### config.mk
export PLATFORM = sky130hd
export DESIGN_NAME = vga_timing_gen
export DESIGN_NICKNAME = d
export VERILOG_FILES = /design/src/rtl/vga_timing_gen.sv
export SDC_FILE = /design/constraint.sdc
export NUM_CORES = 1
export LEC_CHECK = 0
export CORE_MARGIN = 1.5
export CORE_UTILIZATION = 60
export DETAILED_ROUTE_END_ITERATION = 6
export MAX_ROUTING_LAYER = met4
export PLACE_DENSITY = 0.87
export SYNTH_ARGS = -nofsm -noshare
export SYNTH_HDL_FRONTEND = slang
export SYNTH_SLANG_ARGS = --single-unit
### constraint.sdc
create_clock -name pixel_clk -period 16.4 [get_ports pixel_clk]
set_input_delay 1.64 -clock pixel_clk [delete_from_list [all_inputs] [get_ports pixel_clk]]
set_output_delay 1.64 -clock pixel_clk [all_outputs]
set_load 0.01 [all_outputs]
### src/rtl/vga_timing_gen.sv
// Runtime-reprogrammable VGA/DVI timing generator with registered syncs, data enable,
// coordinates and strobes. New timing sets are staged and swapped in at a frame boundary.
module vga_timing_gen #(
    parameter int HW        = 12,
    parameter int VW        = 11,
    parameter int DEF_HACT  = 640,
    parameter int DEF_HFP   = 16,
    parameter int DEF_HSYNC = 96,
    parameter int DEF_HBP   = 48,
    parameter int DEF_VACT  = 480,
    parameter int DEF_VFP   = 10,
    parameter int DEF_VSYNC = 2,
    parameter int DEF_VBP   = 33,
    parameter int DEF_HPOL  = 0,
    parameter int DEF_VPOL  = 0
) (
    input  logic          pixel_clk,
    input  logic          rst,
    input  logic          en,
    input  logic          cfg_load,
    input  logic [HW-1:0] cfg_hact,
    input  logic [HW-1:0] cfg_hfp,
    input  logic [HW-1:0] cfg_hsync,
    input  logic [HW-1:0] cfg_hbp,
    input  logic [VW-1:0] cfg_vact,
    input  logic [VW-1:0] cfg_vfp,
    input  logic [VW-1:0] cfg_vsync,
    input  logic [VW-1:0] cfg_vbp,
    input  logic          cfg_hpol,
    input  logic          cfg_vpol,
    output logic          cfg_pending,
    output logic          cfg_applied,
    output logic          cfg_err,
    output logic          hsync,
    output logic          vsync,
    output logic          de,
    output logic          hblank,
    output logic          vblank,
    output logic [HW-1:0] h_pos,
    output logic [VW-1:0] v_pos,
    output logic          line_start,
    output logic          frame_start
);

    localparam logic [HW+1:0] H_MAX = (HW+2)'((1 << HW) - 1);
    localparam logic [VW+1:0] V_MAX = (VW+2)'((1 << VW) - 1);
    localparam logic [HW:0]   H_ONE = (HW+1)'(1);
    localparam logic [VW:0]   V_ONE = (VW+1)'(1);

    logic [HW-1:0] hact_s, hfp_s, hsync_s, hbp_s;
    logic [VW-1:0] vact_s, vfp_s, vsync_s, vbp_s;
    logic          hpol_s, vpol_s;

    logic [HW-1:0] hact_st, hfp_st, hsync_st, hbp_st;
    logic [VW-1:0] vact_st, vfp_st, vsync_st, vbp_st;
    logic          hpol_st, vpol_st;

    logic [HW-1:0] hc;
    logic [VW-1:0] vc;
    logic          apply_flag;

    logic [HW:0]   htot, hs_start, hs_end;
    logic [VW:0]   vtot, vs_start, vs_end;
    logic [HW+1:0] cfg_htot;
    logic [VW+1:0] cfg_vtot;
    logic          h_last, v_last, h_act, v_act, in_hsync, in_vsync, cfg_bad, commit;

    // Region boundaries of the active set; config totals use two extra bits so overflow is visible.
    always_comb begin
        htot     = {1'b0, hact_s} + {1'b0, hfp_s} + {1'b0, hsync_s} + {1'b0, hbp_s};
        vtot     = {1'b0, vact_s} + {1'b0, vfp_s} + {1'b0, vsync_s} + {1'b0, vbp_s};
        hs_start = {1'b0, hact_s} + {1'b0, hfp_s};
        hs_end   = hs_start + {1'b0, hsync_s};
        vs_start = {1'b0, vact_s} + {1'b0, vfp_s};
        vs_end   = vs_start + {1'b0, vsync_s};
        h_last   = ({1'b0, hc} == htot - H_ONE);
        v_last   = ({1'b0, vc} == vtot - V_ONE);
        h_act    = (hc < hact_s);
        v_act    = (vc < vact_s);
        in_hsync = ({1'b0, hc} >= hs_start) && ({1'b0, hc} < hs_end);
        in_vsync = ({1'b0, vc} >= vs_start) && ({1'b0, vc} < vs_end);
        cfg_htot = {2'b00, cfg_hact} + {2'b00, cfg_hfp} + {2'b00, cfg_hsync} + {2'b00, cfg_hbp};
        cfg_vtot = {2'b00, cfg_vact} + {2'b00, cfg_vfp} + {2'b00, cfg_vsync} + {2'b00, cfg_vbp};
        cfg_bad  = (cfg_hact == '0) || (cfg_vact == '0) || (cfg_htot > H_MAX) || (cfg_vtot > V_MAX);
        commit   = en && h_last && v_last && cfg_pending;
    end

    always_ff @(posedge pixel_clk) begin
        if (rst) begin
            hc          <= '0;
            vc          <= '0;
            hact_s      <= HW'(DEF_HACT);
            hfp_s       <= HW'(DEF_HFP);
            hsync_s     <= HW'(DEF_HSYNC);
            hbp_s       <= HW'(DEF_HBP);
            vact_s      <= VW'(DEF_VACT);
            vfp_s       <= VW'(DEF_VFP);
            vsync_s     <= VW'(DEF_VSYNC);
            vbp_s       <= VW'(DEF_VBP);
            hpol_s      <= (DEF_HPOL != 0);
            vpol_s      <= (DEF_VPOL != 0);
            hact_st     <= '0;
            hfp_st      <= '0;
            hsync_st    <= '0;
            hbp_st      <= '0;
            vact_st     <= '0;
            vfp_st      <= '0;
            vsync_st    <= '0;
            vbp_st      <= '0;
            hpol_st     <= 1'b0;
            vpol_st     <= 1'b0;
            cfg_pending <= 1'b0;
            apply_flag  <= 1'b0;
            cfg_applied <= 1'b0;
            cfg_err     <= 1'b0;
            hsync       <= (DEF_HPOL == 0);
            vsync       <= (DEF_VPOL == 0);
            de          <= 1'b0;
            hblank      <= 1'b1;
            vblank      <= 1'b1;
            h_pos       <= '0;
            v_pos       <= '0;
            line_start  <= 1'b0;
            frame_start <= 1'b0;
        end else begin
            cfg_err <= cfg_load && cfg_bad;
            if (en) begin
                h_pos       <= hc;
                v_pos       <= vc;
                de          <= h_act && v_act;
                hblank      <= !h_act;
                vblank      <= !v_act;
                hsync       <= in_hsync ? hpol_s : !hpol_s;
                vsync       <= in_vsync ? vpol_s : !vpol_s;
                line_start  <= (hc == '0);
                frame_start <= (hc == '0) && (vc == '0);
                cfg_applied <= apply_flag;
                apply_flag  <= 1'b0;
                if (h_last) begin
                    hc <= '0;
                    vc <= v_last ? '0 : vc + 1'b1;
                end else begin
                    hc <= hc + 1'b1;
                end
            end else begin
                de          <= 1'b0;
                line_start  <= 1'b0;
                frame_start <= 1'b0;
                cfg_applied <= 1'b0;
            end
            // The applied pulse is deferred until the new frame's first pixel is actually presented.
            if (commit) begin
                hact_s      <= hact_st;
                hfp_s       <= hfp_st;
                hsync_s     <= hsync_st;
                hbp_s       <= hbp_st;
                vact_s      <= vact_st;
                vfp_s       <= vfp_st;
                vsync_s     <= vsync_st;
                vbp_s       <= vbp_st;
                hpol_s      <= hpol_st;
                vpol_s      <= vpol_st;
                apply_flag  <= 1'b1;
                cfg_pending <= 1'b0;
            end
            // A load on the commit edge lands after the swap and waits for the next boundary.
            if (cfg_load && !cfg_bad) begin
                hact_st     <= cfg_hact;
                hfp_st      <= cfg_hfp;
                hsync_st    <= cfg_hsync;
                hbp_st      <= cfg_hbp;
                vact_st     <= cfg_vact;
                vfp_st      <= cfg_vfp;
                vsync_st    <= cfg_vsync;
                vbp_st      <= cfg_vbp;
                hpol_st     <= cfg_hpol;
                vpol_st     <= cfg_vpol;
                cfg_pending <= 1'b1;
            end
        end
    end

endmodule
# --- After elaboration in Yosys (flattened, before gate mapping) ---
# Cells that the tools add are included.
classes:
  addsub: 16
  order_cmp: 8
  eq_ne: 2
  muxes: 8
  bitwise_logic: 1
  n_reduce_logical: 25
op_table:
  columns: ["cell", "n"]
  rows:
  - ["adder 12 x 12 -> 13 bit", 2]
  - ["adder 13 x 12 -> 13 bit", 2]
  - ["adder 11 x 11 -> 12 bit", 2]
  - ["adder 12 x 11 -> 12 bit", 2]
  - ["zero test 12 bit", 2]
  - ["zero test 11 bit", 2]
  - ["adder 13 x 12 -> 14 bit", 1]
  - ["adder 14 x 12 -> 14 bit", 1]
  - ["greater-than comparator 14 x 12 -> 1 bit, second input constant", 1]
  - ["adder 12 x 11 -> 13 bit", 1]
  - ["adder 13 x 11 -> 13 bit", 1]
  - ["equality test 12 x 13 -> 1 bit", 1]
  - [">= comparator 12 x 13 -> 1 bit", 1]
  - ["greater-than comparator 13 x 11 -> 1 bit, second input constant", 1]
  - ["less-than comparator 12 x 13 -> 1 bit", 1]
  - ["subtractor 13 x 1 -> 13 bit, second input constant", 1]
  - ["adder 12 x 1 -> 12 bit, second input constant", 1]
  - ["equality test 11 x 12 -> 1 bit", 1]
  - [">= comparator 11 x 12 -> 1 bit", 1]
  - ["less-than comparator 11 x 12 -> 1 bit", 1]
  - ["less-than comparator 12 bit", 1]
  - ["two-way mux 12 bit", 1]
  - ["subtractor 12 x 1 -> 12 bit, second input constant", 1]
  - ["adder 11 x 1 -> 11 bit, second input constant", 1]
  - ["other kinds (10)", 30]
totals:
  reg_bits: 245
  output_inout_bits: 33
  word_cells: 95

# --- Depth between registers and ports, before layout ---
# Gate-level depths: netlist of run 1.
depth:
  depth_word: 10
  mapped_depth: 30

# --- Worst setup path before layout of run 1 ---
# No wires, ideal clock.
synth_timing:
  path_type: "flip-flop to flip-flop"
  start: "register hact_s[1]"
  end: "register vbp_s[0]"
  setup_time_ns: 0.134
  arrival_time_ns: 5.687
  required_time_ns: 16.266
  path_slack_ns: 10.579
  path_stages_with_launch: 30
  n_path_buf: 2
  period_less_slack_ns: 5.821
  cell_sequence: "dfxtp_1 ha_1 a21o_1 a21oi_1 o21bai_1 a21oi_1 nor2b_1 o21a_1 o31a_1 nor2_1 xnor2_1 ha_1 nand2_1 a211oi_1 nor3_1 xor2_1 ha_1 inv_1 ha_1 xnor2_1 a2111o_1 nor4_2 o2111ai_1 or3b_1 nor4b_2 o2111ai_1 buf_6 buf_2 nor3_1 o21ai_0"
synth_via:
  elab_chain_len: 8
synth_rtl:
  columns: ["element", "line", "source"]
  rows:
  - ["start, declared", "50", "logic [HW-1:0] hact_s, hfp_s, hsync_s, hbp_s;"]
  - ["start signal, assigned", "92", "hact_s <= HW'(DEF_HACT);"]
  - ["start signal, assigned", "153", "hact_s <= hact_st;"]
  - ["adder 12 x 12 -> 13 bit", "70", "htot = {1'b0, hact_s} + {1'b0, hfp_s} + {1'b0, hsync_s} + {1'b0, hbp_s};"]
  - ["adder 13 x 12 -> 13 bit (2 in series)", "70", null]
  - ["subtractor 13 x 1 -> 13 bit", "76", "h_last = ({1'b0, hc} == htot - H_ONE);"]
  - ["equality test 12 x 13 -> 1 bit", "76", null]
  - ["logical AND 1 bit (3 in series)", "85", "commit = en && h_last && v_last && cfg_pending;"]
  - ["end signal, assigned", "99", "vbp_s <= VW'(DEF_VBP);"]
  - ["end signal, assigned", "160", "vbp_s <= vbp_st;"]
  - ["end, declared", "51", "logic [VW-1:0] vact_s, vfp_s, vsync_s, vbp_s;"]
# Every way passes these cells.
# A chain may end at the register's enable or synchronous reset.

# --- Worst setup path after layout of run 1 ---
layout_timing:
  start: "register vact_s[0]"
  end: "register vc[8]"
layout_via:
  elab_chain_len: 6
layout_rtl:
  columns: ["element", "line", "source"]
  rows:
  - ["start, declared", "51", null]
  - ["start signal, assigned", "96", "vact_s <= VW'(DEF_VACT);"]
  - ["start signal, assigned", "157", "vact_s <= vact_st;"]
  - ["adder 11 x 11 -> 12 bit", "71", "vtot = {1'b0, vact_s} + {1'b0, vfp_s} + {1'b0, vsync_s} + {1'b0, vbp_s};"]
  - ["adder 12 x 11 -> 12 bit (2 in series)", "71", null]
  - ["subtractor 12 x 1 -> 12 bit", "77", "v_last = ({1'b0, vc} == vtot - V_ONE);"]
  - ["equality test 11 x 12 -> 1 bit", "77", null]
  - ["two-way mux 11 bit", "141", "vc <= v_last ? '0 : vc + 1'b1;"]
  - ["end signal, assigned", "141", null]
  - ["end, declared", "59", "logic [VW-1:0] vc;"]
# Every way passes these cells.

==> flow_summary.yaml, run 1 <==
run_status:
  status: "finished with violations"
  violations: "DRC"
finish:
  drive_above_1_share_pct: 3.51
  fill_cells: 2013
  area_growth_pct: 14.0
  nets: 2194
  num_antenna_cells: 0
sta:
  min_period_over_period_pct: 48.7
  hold_violations: 0
  max_freq_mhz: 125
  tightest_slew_ns: 1.39
  period_needed_ns: 7.98
  fin_worst_skew_ns: 0.00894
  drv_slew: 0
  rsz0062_at_grt: "no"
  tns_ns: 0
  slew_headroom_pct: 6.08
  setup_viol: 0
critical_path:
  crit_top_cell: "a21oi_1"
  arrival_ns: 8.38
  crit_path_max_incr_delay_ns: 1.11
  cp_max_fo: 70
  start_kind: "register"
  crit_type: "reg -> reg"
  crit_path_end_kind: "register"
  required_ns: 16.80
  cpMaxStageDelayCell: "nor4b_1"
clocking:
  holdBufCountCts: 0
  clock-sinks: 245
  ctsHtreeMaxLevel: 1
  cts_resized: 0
  worst_skew_pair.late_latency_ns: 0.54
  cts_buffers: 26
  cts.path.max_buffers: 3
  cts_tree: "built"
  cts_post_setup_buffers_inserted: 0
  clock-root-buffer: "clkbuf_16"
  path_clk_slew_ns: 0.06
global_route:
  grt_pass1_vias: 13000
  grt_pass1_wl_mm: 67.2
  track_usage_pct: 30.6
  grt_antenna_before_repair: 0
  grt_max_degree: 123
  grt_overflow: 0
logic_synthesis:
  yosysMostFrequentCell: "dfxtp_1"
  synth_common_cells: "245 x dfxtp_1, 182 x ha_1, 171 x nor2_1, 143 x a21oi_1, 135 x inv_1"
  synth.area.top_cells: "dfxtp_1 31%, ha_1 14%, mux2i_1 7.3%, fa_1 6.5%, a21oi_1 4.5%"
  async_reset_ff_share_pct: 0
  syn-mean-instance-area_um2: 8.90
  yosys.area.top_type: "dfxtp_1"
  ys_seq_area_share_pct: 30.7
  netlist_instances: 1797
  ys_types: 66
  synthDominantCellAreaShare_pct: 30.7
  syn-cell-area_mm2: 0.0160
  synth_ff_type: "dfxtp_1"
  ys_ff_latch: 245
  ys_warn_count: 0
  synth_enable_flop_cells: 0
  syn-num-nets: 2129
floorplanning:
  die_w_um: 166
  chipHeight_um: 166
  dieArea_mm2: 0.0276
  core_mm2: 0.0261
  start_util_pct: 61.2
  std_cell_rows: 59
  ioPinCount: 131
detailed_routing:
  drt_wl_total_mm: 41.6
  drc_errors: 9
  ant_nets: 0
  wl_per_cell_um: 18.8
  dr_total_vias: 13700
  via_per_inst: 6.18
  firstDrtPassIters: 7
  drt_iter0_drc: 1141
power:
  p_per_area_mw_per_mm2: 79.5
  peakVddDrop_mv: 0.0807
  leakagePower_nw: 8.19
  total_power_mw: 1.45
placed_design:
  hpwl_mm: 30.9
  gp_congestion: 0.904
  io_buffers: 130
flow_run:
  maxCapViolCount: 0
hold_path:
  hold_class: "reg -> reg"
-- critical path, delay by kind of cell, from the launching register on --
family | cells | cell delay, ns
buffers and inverters | 2 | 0.60
xor gates and xnor gates | 2 | 0.53
and+or+nand+nor | 5 | 2.14
adders and majority gates | 5 | 1.54
muxes | 1 | 0.15
DFF | 1 | 0.34
AOI/OAI and AO/OA | 13 | 2.54
-- report_power, final --
group          total (mW)  internal (mW)  switching [mW]
sequential          0.629          0.614          0.0152
combinational       0.229          0.102           0.127
clock               0.592          0.348           0.244
-- placed cells by master (no fill, tap or decap), drive strengths merged, types with 38 or more instances in the layout --
master / instances
a21o: 44
a21oi: 143
clkbuf: 38
clkdlybuf4s50: 128
dfxtp: 245
fa: 52
ha: 182
inv: 137
mux2i: 117
nand4: 97
nor2: 171
o21ai: 125
xnor2: 53
-- path summary, 6_finish.rpt --
path / start / depth (start not counted) / slack (ns) / end
min: hbp_s[1] / 2 / 0.47 / hbp_s[1]
max reg2reg: vact_s[0] / 28 / 8.42 / vc[8]
max: vact_s[0] / 28 / 8.42 / vc[8]
min reg2reg: hbp_s[1] / 2 / 0.47 / hbp_s[1]
-- flip-flops by register name (all words and copies together), names as in the netlist, 12 cells and up --
signal    count
h_pos        12
hact_s       12
hact_st      12
hbp_s        12
hbp_st       12
hc           12
hfp_s        12
hfp_st       12
hsync_s      12
hsync_st     12
-- metrics by stage --
step	hold slack (ns)	setup slack (ns)	cells	util [%]	cell area, um2
3_3_place_gp	0.453	8.88	2169	66.5	17400
6_report	0.475	8.42	2215	69.8	18200
2_1_floorplan	0.441	10.58	1797	-	16000
4_1_cts	0.478	8.59	2215	69.8	18200
5_1_grt	0.495	7.75	2215	69.8	18200
3_5_place_dp	0.465	8.67	2169	66.5	17400
-- cell type report --
type                       count  area, um2  share of cell area [%]
multi-input combinational   1314      10200                    55.8
inverter                     136        510                    2.80
sequential                   245       4910                    26.9
clock buffer                  38        747                    4.10
clock inverter                 8        105                   0.576
timing repair buffer         139       1370                    7.49
tap                          335        419                    2.30
-- logic make-up after synthesis --
group,count (synthesis),synth area share (%)
muxes,117,7.32
xor gates and xnor gates,86,4.90
buffers and inverters,238,5.88
adders and majority gates,234,20.8
and+or+nand+nor,452,14.3
AOI/OAI and AO/OA,425,16.2
DFF,245,30.7
-- layer usage --
metal | share of wire, % | up-vias | routed length, um | GRT usage [%]
li1 | - | 6552 | - | -
met3 | 7.4 | 80 | 3100 | 4.17
met1 | 46 | 6477 | 18900 | 42.8
met2 | 45 | 572 | 18500 | 46.5
met5 | 0 | - | 0 | -
met4 | 2.5 | 0 | 1030 | 8.77
No activity file was read; power rests on OpenSTA's default activity.
==> inputs of run 2 (changes only) <==
==> constraint.sdc (replaced) <==
create_clock -name pixel_clk -period 7.6 [get_ports pixel_clk]
set_input_delay 0.76 -clock pixel_clk [delete_from_list [all_inputs] [get_ports pixel_clk]]
set_output_delay 0.76 -clock pixel_clk [all_outputs]
set_load 0.01 [all_outputs]
==> flow_summary.yaml, run 2 (synthesis results as in run 1) <==
finish:
  fin_cells: 2219
  area_growth_pct: 14.2
  nets: 2199
  final_common_cell: "dfxtp_1"
  mostFrequentLayoutCells: "244 x dfxtp_1, 182 x ha_1, 171 x nor2_1"
  num_antenna_cells: 0
  fill_cells: 2019
  drive_above_1_share_pct: 3.82
sta:
  fin_worst_skew_ns: 0.0322
  drv_slew: 0
  holdWs_ns: 0.471
  tightest_slew_ns: 1.13
  hold_violations: 0
  min_period_over_period_pct: 94.8
  worst_slack_ns: 0.393
  max_freq_mhz: 139
  period_needed_ns: 7.21
  setup_viol: 0
  slew_headroom_pct: 24.2
  rsz0062_at_grt: "no"
  tns_ns: 0
power:
  peakVddDrop_mv: 0.173
  total_power_mw: 3.06
  p_per_area_mw_per_mm2: 168
  leakagePower_nw: 8.22
clocking:
  cts.path.max_buffers: 3
  cts_post_setup_buffers_inserted: 0
  path_clk_slew_ns: 0.07
  worst_skew_pair.late_latency_ns: 0.54
  clock-root-buffer: "clkbuf_16"
  cts_resized: 0
  cts_buffers: 25
  clock-sinks: 245
  holdBufCountCts: 0
  ctsHtreeMaxLevel: 1
  cts_tree: "built"
placed_design:
  gp_congestion: 0.885
  io_buffers: 130
  dpl_worst_slack_ns: 0.722
  numPlacedInstances: 2175
  hpwl_mm: 31.4
floorplanning:
  dieArea_mm2: 0.0276
  ioPinCount: 131
  core_mm2: 0.0261
  start_util_pct: 61.2
  std_cell_rows: 59
  die_w_um: 166
  chipHeight_um: 166
critical_path:
  start_kind: "register"
  crit_path_max_incr_delay_ns: 0.53
  ff2ff_path_depth: 29
  arrival_ns: 7.65
  cp_max_fo: 47
  crit_top_cell: "a21oi_1"
  reg2reg_slack_ns: 0.39
  crit_type: "reg -> reg"
  cpMaxStageDelayCell: "and2_2"
  timing.rr.start: "vact_s[0]"
  crit_path_end_kind: "register"
  required_ns: 8.04
  r2r-end: "hsync_s[11]"
detailed_routing:
  wl_per_cell_um: 18.8
  drt_wl_total_mm: 41.8
  via_per_inst: 6.20
  ant_nets: 0
  drt_iter0_drc: 1395
  drc_errors: 9
  dr_total_vias: 13800
  firstDrtPassIters: 7
global_route:
  grt_antenna_before_repair: 0
  grt_pass1_vias: 13400
  grt_overflow: 0
  track_usage_pct: 30.8
  grt_pass1_wl_mm: 68.0
  grt_max_degree: 117
run_status:
  violations: "DRC"
  status: "finished with violations"
hold_path:
  whs_endpoint: "apply_flag"
  min_path_cells: 2
  hold_class: "reg -> reg"
  hp-start: "apply_flag"
flow_run:
  maxCapViolCount: 0
-- run 2: changes by cell type in the layout (fill, tap and decap cells not counted) --
cell,before,now
clkinv_4,0,1
clkinv_2,2,5
buf_4,9,12
clkbuf_8,3,2
clkbuf_16,27,25
clkinvlp_4,2,1
buf_12,0,3
clkbuf_1,8,6
-- run 2: worst max path at each step --
stage | from | to | slack (ns) | cells past startpoint
2_1_floorplan | hact_s[1] | vbp_s[0] | 1.78 | 29
3_3_place_gp | hact_s[1] | vc[0] | 0.97 | 28
3_5_place_dp | vact_s[0] | hsync_s[11] | 0.72 | 29
4_1_cts | vact_s[0] | hsync_s[11] | 0.56 | 29
5_1_grt | vact_s[0] | hsync_s[11] | 0.10 | 29
6_report | vact_s[0] | hsync_s[11] | 0.39 | 29
-- run 2: area by class of cell --
class	count	area (um2)	share of cell area [%]
clock buffers	33	676	3.70
clock inverters	11	121	0.665
inverters	136	510	2.80
multi-input cells	1314	10200	55.7
flip-flops and latches	245	4910	26.9
well taps	335	419	2.30
repair buffers	145	1450	7.93
-- run 2: where the power goes --
| group | leakage, nW | internal (mW) | switching, mW |
|---|---|---|---|
| clock | 0.392 | 0.696 | 0.518 |
| combinational | 5.85 | 0.220 | 0.271 |
| sequential | 1.98 | 1.32 | 0.0322 |
-- run 2: per-layer routing --
layer / GRT usage [%] / up-vias / wire, um
met1: 42.5 / 6559 / 19100
met3: 3.46 / 70 / 3030
met4: 7.11 / 0 / 703
met5: - / - / 0
li1: - / 6548 / -
met2: 48.5 / 577 / 19000
-- run 2: worst max-delay path: cells and delay by family (launching register included) --
family | cells | cell delay, ns
buf+inv | 3 | 0.60
fa+ha+maj | 5 | 1.64
mux | 1 | 0.15
compound gates | 12 | 2.20
xor+xnor | 2 | 0.48
simple gates | 6 | 1.68
flops | 1 | 0.35
-- run 2: per-stage QoR --
step / utilization (%) / cell area, um2
final: 69.9 / 18300
after global placement: 66.8 / 17500
after detailed placement: 66.8 / 17500
after global routing: 69.9 / 18300
after floorplan: - / 16000
after CTS: 69.9 / 18300
